$ cat src/rtl/ctrl_microondas_seq.sv
`default_nettype none
// ============================================================================
// Module      : ctrl_microondas_seq
// Description : Multi-stage cooking program sequencer. Holds a table of
//               stages (cook time in seconds + power level), drives the
//               downstream timer's min/sec/start/stop/pause inputs and the
//               magnetron power level stage by stage, and inserts a fixed
//               stand time between consecutive stages.
// Revision    : 1.0 - initial release
// ----------------------------------------------------------------------------
// Ports:
//   clock, reset        : rising-edge clock, asynchronous active-low reset
//   start/stop/pause    : single-cycle button pulses
//   porta               : door level, 1 = closed
//   wr_en/wr_idx/wr_sec/wr_pot : stage table write port (IDLE only)
//   num_stages          : active stage count, sampled at program start
//   timer_done          : timer expiry pulse
//   t_min/t_sec         : time presented to the timer (held per stage)
//   t_start/t_stop/t_pause : timer control pulses
//   pot_out             : active power level, 0 = magnetron off
//   stage_idx           : current stage index
//   busy                : high whenever the sequencer is not IDLE
//   prog_done           : program completed pulse
// ============================================================================
module ctrl_microondas_seq #(
    parameter int NSTAGES    = 4,
    parameter int IDXW       = 2,
    parameter int GAP_CYCLES = 100
) (
    input  logic            clock,
    input  logic            reset,
    input  logic            start,
    input  logic            stop,
    input  logic            pause,
    input  logic            porta,
    input  logic            wr_en,
    input  logic [IDXW-1:0] wr_idx,
    input  logic [12:0]     wr_sec,
    input  logic [1:0]      wr_pot,
    input  logic [IDXW:0]   num_stages,
    input  logic            timer_done,
    output logic [6:0]      t_min,
    output logic [6:0]      t_sec,
    output logic            t_start,
    output logic            t_stop,
    output logic            t_pause,
    output logic [1:0]      pot_out,
    output logic [IDXW-1:0] stage_idx,
    output logic            busy,
    output logic            prog_done
);

    localparam int             GCW      = (GAP_CYCLES > 1) ? $clog2(GAP_CYCLES) : 1;
    localparam logic [GCW-1:0] GAP_LAST = GCW'(GAP_CYCLES - 1);
    localparam logic [12:0]    MAX_SEC  = 13'd5999;
    localparam logic [IDXW:0]  NST_MAX  = (IDXW+1)'(NSTAGES);

    typedef enum logic [2:0] {
        S_IDLE   = 3'd0,
        S_LOAD   = 3'd1,
        S_START  = 3'd2,
        S_RUN    = 3'd3,
        S_PAUSED = 3'd4,
        S_GAP    = 3'd5,
        S_DONE   = 3'd6
    } state_t;

    state_t          state_q, state_d;
    logic [IDXW-1:0] stage_idx_q, stage_idx_d;
    logic [IDXW:0]   nst_q, nst_d;
    logic [GCW-1:0]  gap_q, gap_d;
    logic [12:0]     time_q [NSTAGES];
    logic [1:0]      pot_tab_q [NSTAGES];
    logic [6:0]      t_min_q, t_min_d, t_sec_q, t_sec_d;
    logic            t_start_q, t_stop_q, t_stop_d, t_pause_q, t_pause_d;
    logic [1:0]      pot_q, pot_d;
    logic            busy_q, prog_done_q;

    logic [12:0]     w_wr_sec;
    logic [IDXW:0]   w_nst_eff;
    logic            w_first_ok, w_next_ok;
    logic [IDXW-1:0] w_first_idx, w_next_idx;
    logic [12:0]     w_ld_time;

    assign w_wr_sec  = (wr_sec > MAX_SEC) ? MAX_SEC : wr_sec;
    assign w_nst_eff = (num_stages == '0 || num_stages > NST_MAX) ? NST_MAX : num_stages;

    // Lowest qualifying index wins: scan downwards so the last hit is the lowest.
    // "first" searches from 0 with the live num_stages (used at start);
    // "next" searches above the current stage with the sampled count.
    always_comb begin
        w_first_ok  = 1'b0;
        w_first_idx = '0;
        w_next_ok   = 1'b0;
        w_next_idx  = '0;
        for (int i = NSTAGES - 1; i >= 0; i--) begin
            if (i < int'(w_nst_eff) && time_q[i] != 13'd0) begin
                w_first_ok  = 1'b1;
                w_first_idx = IDXW'(i);
            end
            if (i > int'(stage_idx_q) && i < int'(nst_q) && time_q[i] != 13'd0) begin
                w_next_ok  = 1'b1;
                w_next_idx = IDXW'(i);
            end
        end
    end

    // Stage table: writable only while idle.
    always_ff @(posedge clock or negedge reset) begin
        if (!reset) begin
            for (int i = 0; i < NSTAGES; i++) begin
                time_q[i]    <= '0;
                pot_tab_q[i] <= 2'd1;
            end
        end else if (wr_en && state_q == S_IDLE && int'(wr_idx) < NSTAGES) begin
            time_q[wr_idx]    <= w_wr_sec;
            pot_tab_q[wr_idx] <= (wr_pot == 2'd0) ? 2'd1 : wr_pot;
        end
    end

    // Next-state logic. Pause transitions are blocked for one cycle after a
    // t_pause pulse so that pulse can never stretch to two cycles.
    always_comb begin
        state_d     = state_q;
        stage_idx_d = stage_idx_q;
        nst_d       = nst_q;
        gap_d       = gap_q;
        t_stop_d    = 1'b0;
        t_pause_d   = 1'b0;
        case (state_q)
            S_IDLE: begin
                if (start && porta) begin
                    nst_d = w_nst_eff;
                    if (w_first_ok) begin
                        stage_idx_d = w_first_idx;
                        state_d     = S_LOAD;
                    end else begin
                        state_d = S_DONE;
                    end
                end
            end
            S_LOAD:  state_d = S_START;
            S_START: state_d = S_RUN;
            S_RUN: begin
                if (stop) begin
                    t_stop_d = 1'b1;
                    state_d  = S_IDLE;
                end else if (timer_done) begin
                    gap_d   = '0;
                    state_d = w_next_ok ? S_GAP : S_DONE;
                end else if ((pause || !porta) && !t_pause_q) begin
                    t_pause_d = 1'b1;
                    state_d   = S_PAUSED;
                end
            end
            S_PAUSED: begin
                if (stop) begin
                    t_stop_d = 1'b1;
                    state_d  = S_IDLE;
                end else if ((start || pause) && porta && !t_pause_q) begin
                    t_pause_d = 1'b1;
                    state_d   = S_RUN;
                end
            end
            S_GAP: begin
                // Timer is already idle here, so stop needs no t_stop pulse.
                if (stop) begin
                    state_d = S_IDLE;
                end else if (porta) begin
                    if (gap_q == GAP_LAST) begin
                        stage_idx_d = w_next_idx;
                        state_d     = S_LOAD;
                    end else begin
                        gap_d = gap_q + GCW'(1);
                    end
                end
            end
            S_DONE:  state_d = S_IDLE;
            default: state_d = S_IDLE;
        endcase
        if (state_d == S_IDLE || state_d == S_DONE) begin
            stage_idx_d = '0;
            gap_d       = '0;
        end
    end

    // Outputs are registered from the next state so they change with it.
    assign w_ld_time = time_q[stage_idx_d];

    always_comb begin
        t_min_d = t_min_q;
        t_sec_d = t_sec_q;
        if (state_d == S_LOAD) begin
            t_min_d = 7'(w_ld_time / 13'd60);
            t_sec_d = 7'(w_ld_time % 13'd60);
        end else if (state_d == S_IDLE) begin
            t_min_d = '0;
            t_sec_d = '0;
        end
        pot_d = (state_d == S_RUN) ? pot_tab_q[stage_idx_d] : 2'd0;
    end

    always_ff @(posedge clock or negedge reset) begin
        if (!reset) begin
            state_q     <= S_IDLE;
            stage_idx_q <= '0;
            nst_q       <= '0;
            gap_q       <= '0;
            t_min_q     <= '0;
            t_sec_q     <= '0;
            t_start_q   <= 1'b0;
            t_stop_q    <= 1'b0;
            t_pause_q   <= 1'b0;
            pot_q       <= '0;
            busy_q      <= 1'b0;
            prog_done_q <= 1'b0;
        end else begin
            state_q     <= state_d;
            stage_idx_q <= stage_idx_d;
            nst_q       <= nst_d;
            gap_q       <= gap_d;
            t_min_q     <= t_min_d;
            t_sec_q     <= t_sec_d;
            t_start_q   <= (state_d == S_START);
            t_stop_q    <= t_stop_d;
            t_pause_q   <= t_pause_d;
            pot_q       <= pot_d;
            busy_q      <= (state_d != S_IDLE);
            prog_done_q <= (state_d == S_DONE);
        end
    end

    assign t_min     = t_min_q;
    assign t_sec     = t_sec_q;
    assign t_start   = t_start_q;
    assign t_stop    = t_stop_q;
    assign t_pause   = t_pause_q;
    assign pot_out   = pot_q;
    assign stage_idx = stage_idx_q;
    assign busy      = busy_q;
    assign prog_done = prog_done_q;

endmodule
`default_nettype wire

$ cat config.mk
export PLATFORM = sky130hd
export DESIGN_NAME = ctrl_microondas_seq
export DESIGN_NICKNAME = d
export VERILOG_FILES = /design/src/rtl/ctrl_microondas_seq.sv
export SDC_FILE = /design/constraint.sdc
export NUM_CORES = 1
export LEC_CHECK = 0
export CORE_MARGIN = 3
export CORE_UTILIZATION = 40
export DETAILED_ROUTE_END_ITERATION = 12
export PLACE_DENSITY_LB_ADDON = 0.1
export SYNTH_ARGS = -nofsm -noshare
export SYNTH_HDL_FRONTEND = slang
export SYNTH_SLANG_ARGS = --single-unit
$ cat constraint.sdc
create_clock -name clock -period 6.8 [get_ports clock]
set_input_delay 0.68 -clock clock [delete_from_list [all_inputs] [get_ports clock]]
set_output_delay 0.68 -clock clock [all_outputs]
set_load 0.01 [all_outputs]
==> results of run 1 <==
worst register-to-register path, stage by stage (launching register included):
cell	delay (ps)
dfrtp_1	400
or4_1	570
nor3_2	290
a211oi_2	180
or4_4	560
a2111oi_4	540
buf_4	230
a21o_2	180
and2_1	280
o21ai_1	210
buf_4	200
a21o_1	150
a211oi_2	410
a2111oi_4	100
a2111oi_2	540
or2_1	300
o21ai_0	160
a21oi_1	310
a31oi_4	160
o311ai_1	300
o211ai_1	130
stage by stage:
stage	cell area, um2	instances	util, %	worst slack [ps]	hold slack [ps]
2_1_floorplan	6110	688	-	826	384
3_3_place_gp	6930	922	46.9	153	466
3_5_place_dp	6930	922	46.9	15.9	472
4_1_cts	7230	938	49.0	399	250
5_1_grt	7250	940	49.2	3.94	264
6_report	7250	940	49.2	451	236
registers in the layout (all words and copies together), names as in the netlist:
| signal | flops |
|---|---|
| busy | 1 |
| t_start | 1 |
| time_q | 52 |
| stage_idx | 2 |
| t_pause | 1 |
| pot_tab_q | 8 |
| nst_q | 3 |
| pot_out | 2 |
| t_sec | 7 |
| state_q | 3 |
| gap_q | 7 |
| t_stop | 1 |
| t_min | 7 |
| prog_done | 1 |
path summary, 6_finish.rpt:
kind / from / endpoint / slack [ps] / cells after the start
worst max-delay path: time_q[16] / t_sec[2] / 450 / 20
worst min-delay path: reset / gap_q[6] / 240 / 1
worst max register to register: time_q[16] / t_sec[2] / 450 / 20
worst min register to register: t_min[3] / t_min[3] / 480 / 2
max in group asynchronous: reset / time_q[47] / 5400 / 2
min in group clock: t_min[3] / t_min[3] / 480 / 2
layer usage:
layer	track usage [%]	vias to the layer above
li1	-	2743
met1	30.4	2757
met2	37.0	165
met3	2.64	27
met4	6.66	0
met5	0	-
layout make-up:
cell class,instances,share of cell area [%]
multi-input combinational,554,49.1
sequential,96,33.2
timing repair buffer,78,9.76
clock buffer,12,3.40
tap,184,3.17
clock inverter,4,0.759
inverter,12,0.621
Yosys cell counts (all sizes together), types with 4 or more instances:
library cell / instances / area share [%]
a2111oi: 7 / 2.1
a211oi: 12 / 1.6
a21o: 13 / 1.6
a21oi: 25 / 2.3
a22oi: 4 / 0.49
a31oi: 13 / 1.7
and2: 10 / 1.1
and3: 4 / 0.41
buf: 6 / 0.55
clkbuf: 20 / 1.2
dfrtp: 92 / 38
dfstp: 4 / 1.7
inv: 12 / 0.74
mux2: 11 / 2.1
mux2i: 10 / 1.6
nand2: 112 / 6.9
nand2b: 11 / 1.2
nand3: 15 / 1.2
nand4: 8 / 0.82
nor2: 46 / 2.9
nor2b: 8 / 0.82
nor3: 17 / 1.9
nor4: 13 / 1.8
o211ai: 11 / 1.4
o21ai: 84 / 6.9
o221ai: 9 / 1.3
o22a: 7 / 1.0
o22ai: 13 / 1.4
o31ai: 7 / 0.86
or2: 5 / 0.51
or3: 7 / 0.72
or4: 5 / 0.74
repair_timing:
| action | in CTS | in global routing |
|---|---|---|
| setup endpoints to repair | 0 | 5 |
| resized for setup | 0 | 2 |
| buffers inserted | 0 | 2 |
cell families (layout without fill, tap and decap cells):
group | count (synthesis) | count (layout) | synth area share [%]
AND/OR/NAND/NOR | 277 | 277 | 23.3
flip-flops | 96 | 96 | 39.4
multiplexers | 21 | 21 | 3.73
XOR/XNOR | 4 | 4 | 0.696
AO/OA/AOI/OAI | 250 | 250 | 30.0
buffers and inverters | 38 | 106 | 2.52
adder cells (fa/ha/maj) | 2 | 2 | 0.409
==> impl_results.md, run 1 <==
* Vias at about 5700
* Synth Net Count at roughly 700
* Sink Count at 96
* Largest stage delay, worst path at 570 ps
* Post-synth EDFFs at 0
* Synthesized flop and latch total at 96
* Status: completed
* # fillers at between 1000 and 1500
* Worst EP required at 7010 ps
* Wl on met1 at between 8000 and 9000 um
* Crit. End Element: register
* Largest net degree at the start of global routing at 69
* Slew Viols, Final at 0
* Avg WL per Cell at approximately 19 um
* Register area share after synthesis at around two fifths
* Layout area overhead at 18.7%
* Nets at a little under 800
* Distinct cells, synth at about 90
* Die W at between 100 and 150 um
* Clock tree buffer depth at 2
* Mapped Cells at approximately 690
* Share of cells above drive strength 1 at ~13%
* Ys flop type: dfrtp_1
* Top sig layer: met4
* Async set or reset register ratio after synthesis at 100%
* Global route overflow at 0
* Port bufs at 50
* Overall routed net length at roughly 18000 um
* Row count at 44
* CP Max Fanout at 8
* Area occupied by multi-input gates at around 0.0036 mm2
* Final period util at 93.4%
* Critical path class: register to register
* Syn Area/Cell at 8.88 um2
* Initial core utilization at 41.4%
* Gpl congestion at approximately 1
* Tmin final at roughly 6300 ps
* Max Clock Freq at 0.158 GHz
* First-pass DRT Iterations at 7
* Drt drc at 0
* WP data arrival at 6560 ps
* DR vias/cell at between 6 and 7
* Clk Tree Root Cell: clkbuf_16
* # diodes at 0
* Most common cell after layout, fill and taps aside: nand2_1
* RSZ-0062 raised after global routing: no
* Final setup violation count at 0
* Crit-path leading delay family: compound AO/OA/AOI/OAI gates
* Most frequent cells in the layout: nand2_1 (112), dfrtp_1 (92), o21ai_0 (80)
* Clock Skew at just over 9 ps
* Synth warnings at 0
* Global-route wire length before repair at 29600 um
* Max Cap Viol at 0
* Detail Route Antenna Nets at 0
* Vias in the first global route at between 5000 and 6000
* Hold Crit Class: input pin to async pin
* Flip-flop and latch area at 0.00241 mm2
* CP bufs+invs at 2
* Die Height at roughly 130 um
* CTS tree: done
* Clk slew on worst S/H paths at around 70 ps
* Initial antenna violation count at 0
* Startpoint types: register
* H-tree levels at 3
* TNS Setup at 0 ps
* Slowest cell on crit path: or4_1
* Max transition margin at between 40 and 50%
* I/O Pins at 51
* Die area at 0.0168 mm2
* Met2 WL at about 8700 um
* Critical path, cell by cell: or4_1, nor3_2, a211oi_2, or4_4, a2111oi_4, buf_4, a21o_2, and2_1, o21ai_1, buf_4, a21o_1, a211oi_2, a2111oi_4, a2111oi_2, or2_1, o21ai_0, a21oi_1, a31oi_4, o311ai_1, o211ai_1
* Post-synthesis cell area at between 0.006 and 0.007 mm2
* Tot GR Track Use at between 20% and 30%
* Detail Placement HPWL at 14200 um
* TritonCTS Buffers at 9
* Worst Tran Pin Value at approximately 840 ps
* Final hold vios at 0
* Met3 wire length at roughly 720 um
* Clk Latency, worst-skew pair at between 300 and 400 ps
* Hold-fix buffers, CTS at 0
* Starting DRT DRC Count at 350
* Core area at approximately 0.015 mm2
Power of run 1 is left out: the tool's default activity adds up to more than one toggle a clock period on the data nets, which glitch-free logic cannot reach.
==> inputs of run 2 (changes only) <==
- CELL_PAD_IN_SITES_DETAIL_PLACEMENT: unset -> 0
- CELL_PAD_IN_SITES_GLOBAL_PLACEMENT: unset -> 1
- CTS_CLUSTER_DIAMETER: unset -> 200
==> run 2 against run 1 <==
  * Utilization barely moved
  * Non-clock buffer count fell by 5
  * Die area is the same
  * Global-route usage increased by 0.42 points
  * Sequential cell count unchanged
  * Register-to-register slack about the same
  * Final area hardly changed
  * Worst setup slack lost 120 ps
  * Hold slack improved by 4.9 ps
  * Fmax down 1.9%
  * Critical endpoint is now t_sec[4]
==> impl_results.md, run 2 (synthesis gave the netlist of run 1 again) <==
* CTS tree: done
* Drt drc at 0
* Global route overflow at 0
* Critical path class: input pin to register
* TritonCTS Buffers at 9
* Detail Placement HPWL at 14300 um
* Worst EP required at between 7000 and 8000 ps
* Largest Register: time_q
* Share of cells above drive strength 1 at between 10 and 15%
* Post-layout util at about half
* I/O Pins at roughly 50
* Regs by FF count: time_q x52, pot_tab_q x8
* Port bufs at 50
* Vias at 5751
* First-pass DRT Iterations at 5
* Most frequent cells in the layout: nand2_1 (112), dfrtp_1 (92), o21ai_0 (80)
* Die Height at around 130 um
* Vias in the first global route at 5633
* Worst Tran Pin Value at 869 ps
* Most common cell after layout, fill and taps aside: nand2_1
* # diodes at 0
* # fillers at approximately 1400
* Max Cap Viol at 0
* Row count at 44
* Tot GR Track Use at 22.6%
* Layout area overhead at 18.6%
* Overall routed net length at 18600 um
* Clock tree buffer depth at 2
* Final hold vios at 0
* Clock Skew at about 6.6 ps
* Max transition margin at between 40% and 50%
* Largest net degree at the start of global routing at 69
* WP data arrival at around 6700 ps
* Clk Tree Root Cell: clkbuf_16
* Hold-fix buffers, CTS at 0
* Tmin final at around 6500 ps
* Detail Route Antenna Nets at 0
* Max reg flops at 52
* Die W at around 130 um
* Initial antenna violation count at 0
* Post-route cell area at approximately 0.0072 mm2
* Final setup violation count at 0
* Area occupied by multi-input gates at between 0.003 and 0.004 mm2
* Avg WL per Cell at around 20 um
* Clk Latency, worst-skew pair at around 350 ps
* Crit-path leading delay family: compound AO/OA/AOI/OAI gates
* Critical path, cell by cell: clkdlybuf4s50_1, or2_2, ha_1, nand2b_1, mux2_2, a21o_1, o211ai_1, a21oi_2, a21o_2, and2_1, o21ai_1, a2111oi_4, nor3_4, mux2_2, nand4b_1, a21oi_1, or3_1, or2_2, a211oi_1, o31ai_1
* Die area at roughly 0.017 mm2
* Nets at 776
* DR vias/cell at roughly 6.2
* Largest stage delay, worst path at approximately 480 ps
* CP bufs+invs at 1
* Slowest cell on crit path: o21ai_1
* Global-route wire length before repair at roughly 30000 um
* Startpoint types: input pin
* Post-DP Area at 0.00690 mm2
* CP Max Fanout at 10
* Hold Crit Class: input pin to async pin
* Crit. End Element: register
* Flip-flop and latch area at approximately 0.0024 mm2
* Status: completed
* Gpl congestion at around 0.87
* Core area at approximately 0.015 mm2
* Final period util at between 90% and 100%
* H-tree levels at 3
* Worst reg2reg setup slack at about 450 ps
* Initial core utilization at 41.4%
* Sink Count at 96
* Slew Viols, Final at 0
* Starting DRT DRC Count at between 300 and 400
* Max Clock Freq at 0.155 GHz
* Clk slew on worst S/H paths at 60 ps
-- run 2: metal layers --
metal / track usage (%) / share of wire (%) / routed length [um] / up-vias
met1: 31.1 / 47 / 8650 / 2780
met5: 0 / 0 / 0 / -
met3: 2.84 / 4.1 / 771 / 45
met4: 9.05 / 2.7 / 499 / 0
li1: - / - / - / 2738
met2: 36.4 / 47 / 8660 / 188
-- run 2: stage by stage --
stage	hold slack (ps)	setup WS (ps)	instances	TNS (ps)
after floorplan	384	826	688	0
after global placement	462	188	919	0
after detailed placement	466	-2.74	919	-2.74
after CTS	248	371	935	0
after global routing	262	-24.7	935	-45.6
final	240	328	935	0
-- run 2: final cells by class --
cell class / count / share of cell area (%)
multi-input combinational: 554 / 49.5
clock buffer: 12 / 3.54
sequential: 96 / 33.2
tap: 184 / 3.18
timing repair buffer: 73 / 9.25
inverter: 12 / 0.621
clock inverter: 4 / 0.708
-- run 2: path summary, 6_finish.rpt --
path	start	endpoint	cells after the start
min	reset	gap_q[3]	1
min in group clock	t_min[1]	t_min[1]	1
max in group asynchronous	reset	pot_tab_q[3]	2
max	num_stages[0]	t_sec[4]	20
min reg2reg	t_min[1]	t_min[1]	1
max reg2reg	time_q[22]	t_sec[5]	19
-- run 2: timing repair --
item | in CTS | in global routing
buffers inserted | 0 | 0
setup endpoints to repair | 0 | 5
resized for setup | 0 | 7
-- run 2: worst reg2reg max path, stage by stage (launching register included) --
cell       delay [ps]
dfrtp_1           450
or4_1             550
nor3_2            250
a211oi_2          180
or4_4             550
a2111oi_4         580
or2b_2            250
inv_2              80
a221oi_4          450
o221ai_1          230
a2111oi_2         570
o32ai_1           210
o2bb2ai_1         190
nand4b_1          390
nand2_1           240
nor3_2             70
o21ai_2           290
nor2b_1           280
nand3_1           120
a32o_1            280
Power of run 2 is left out for the same reason.
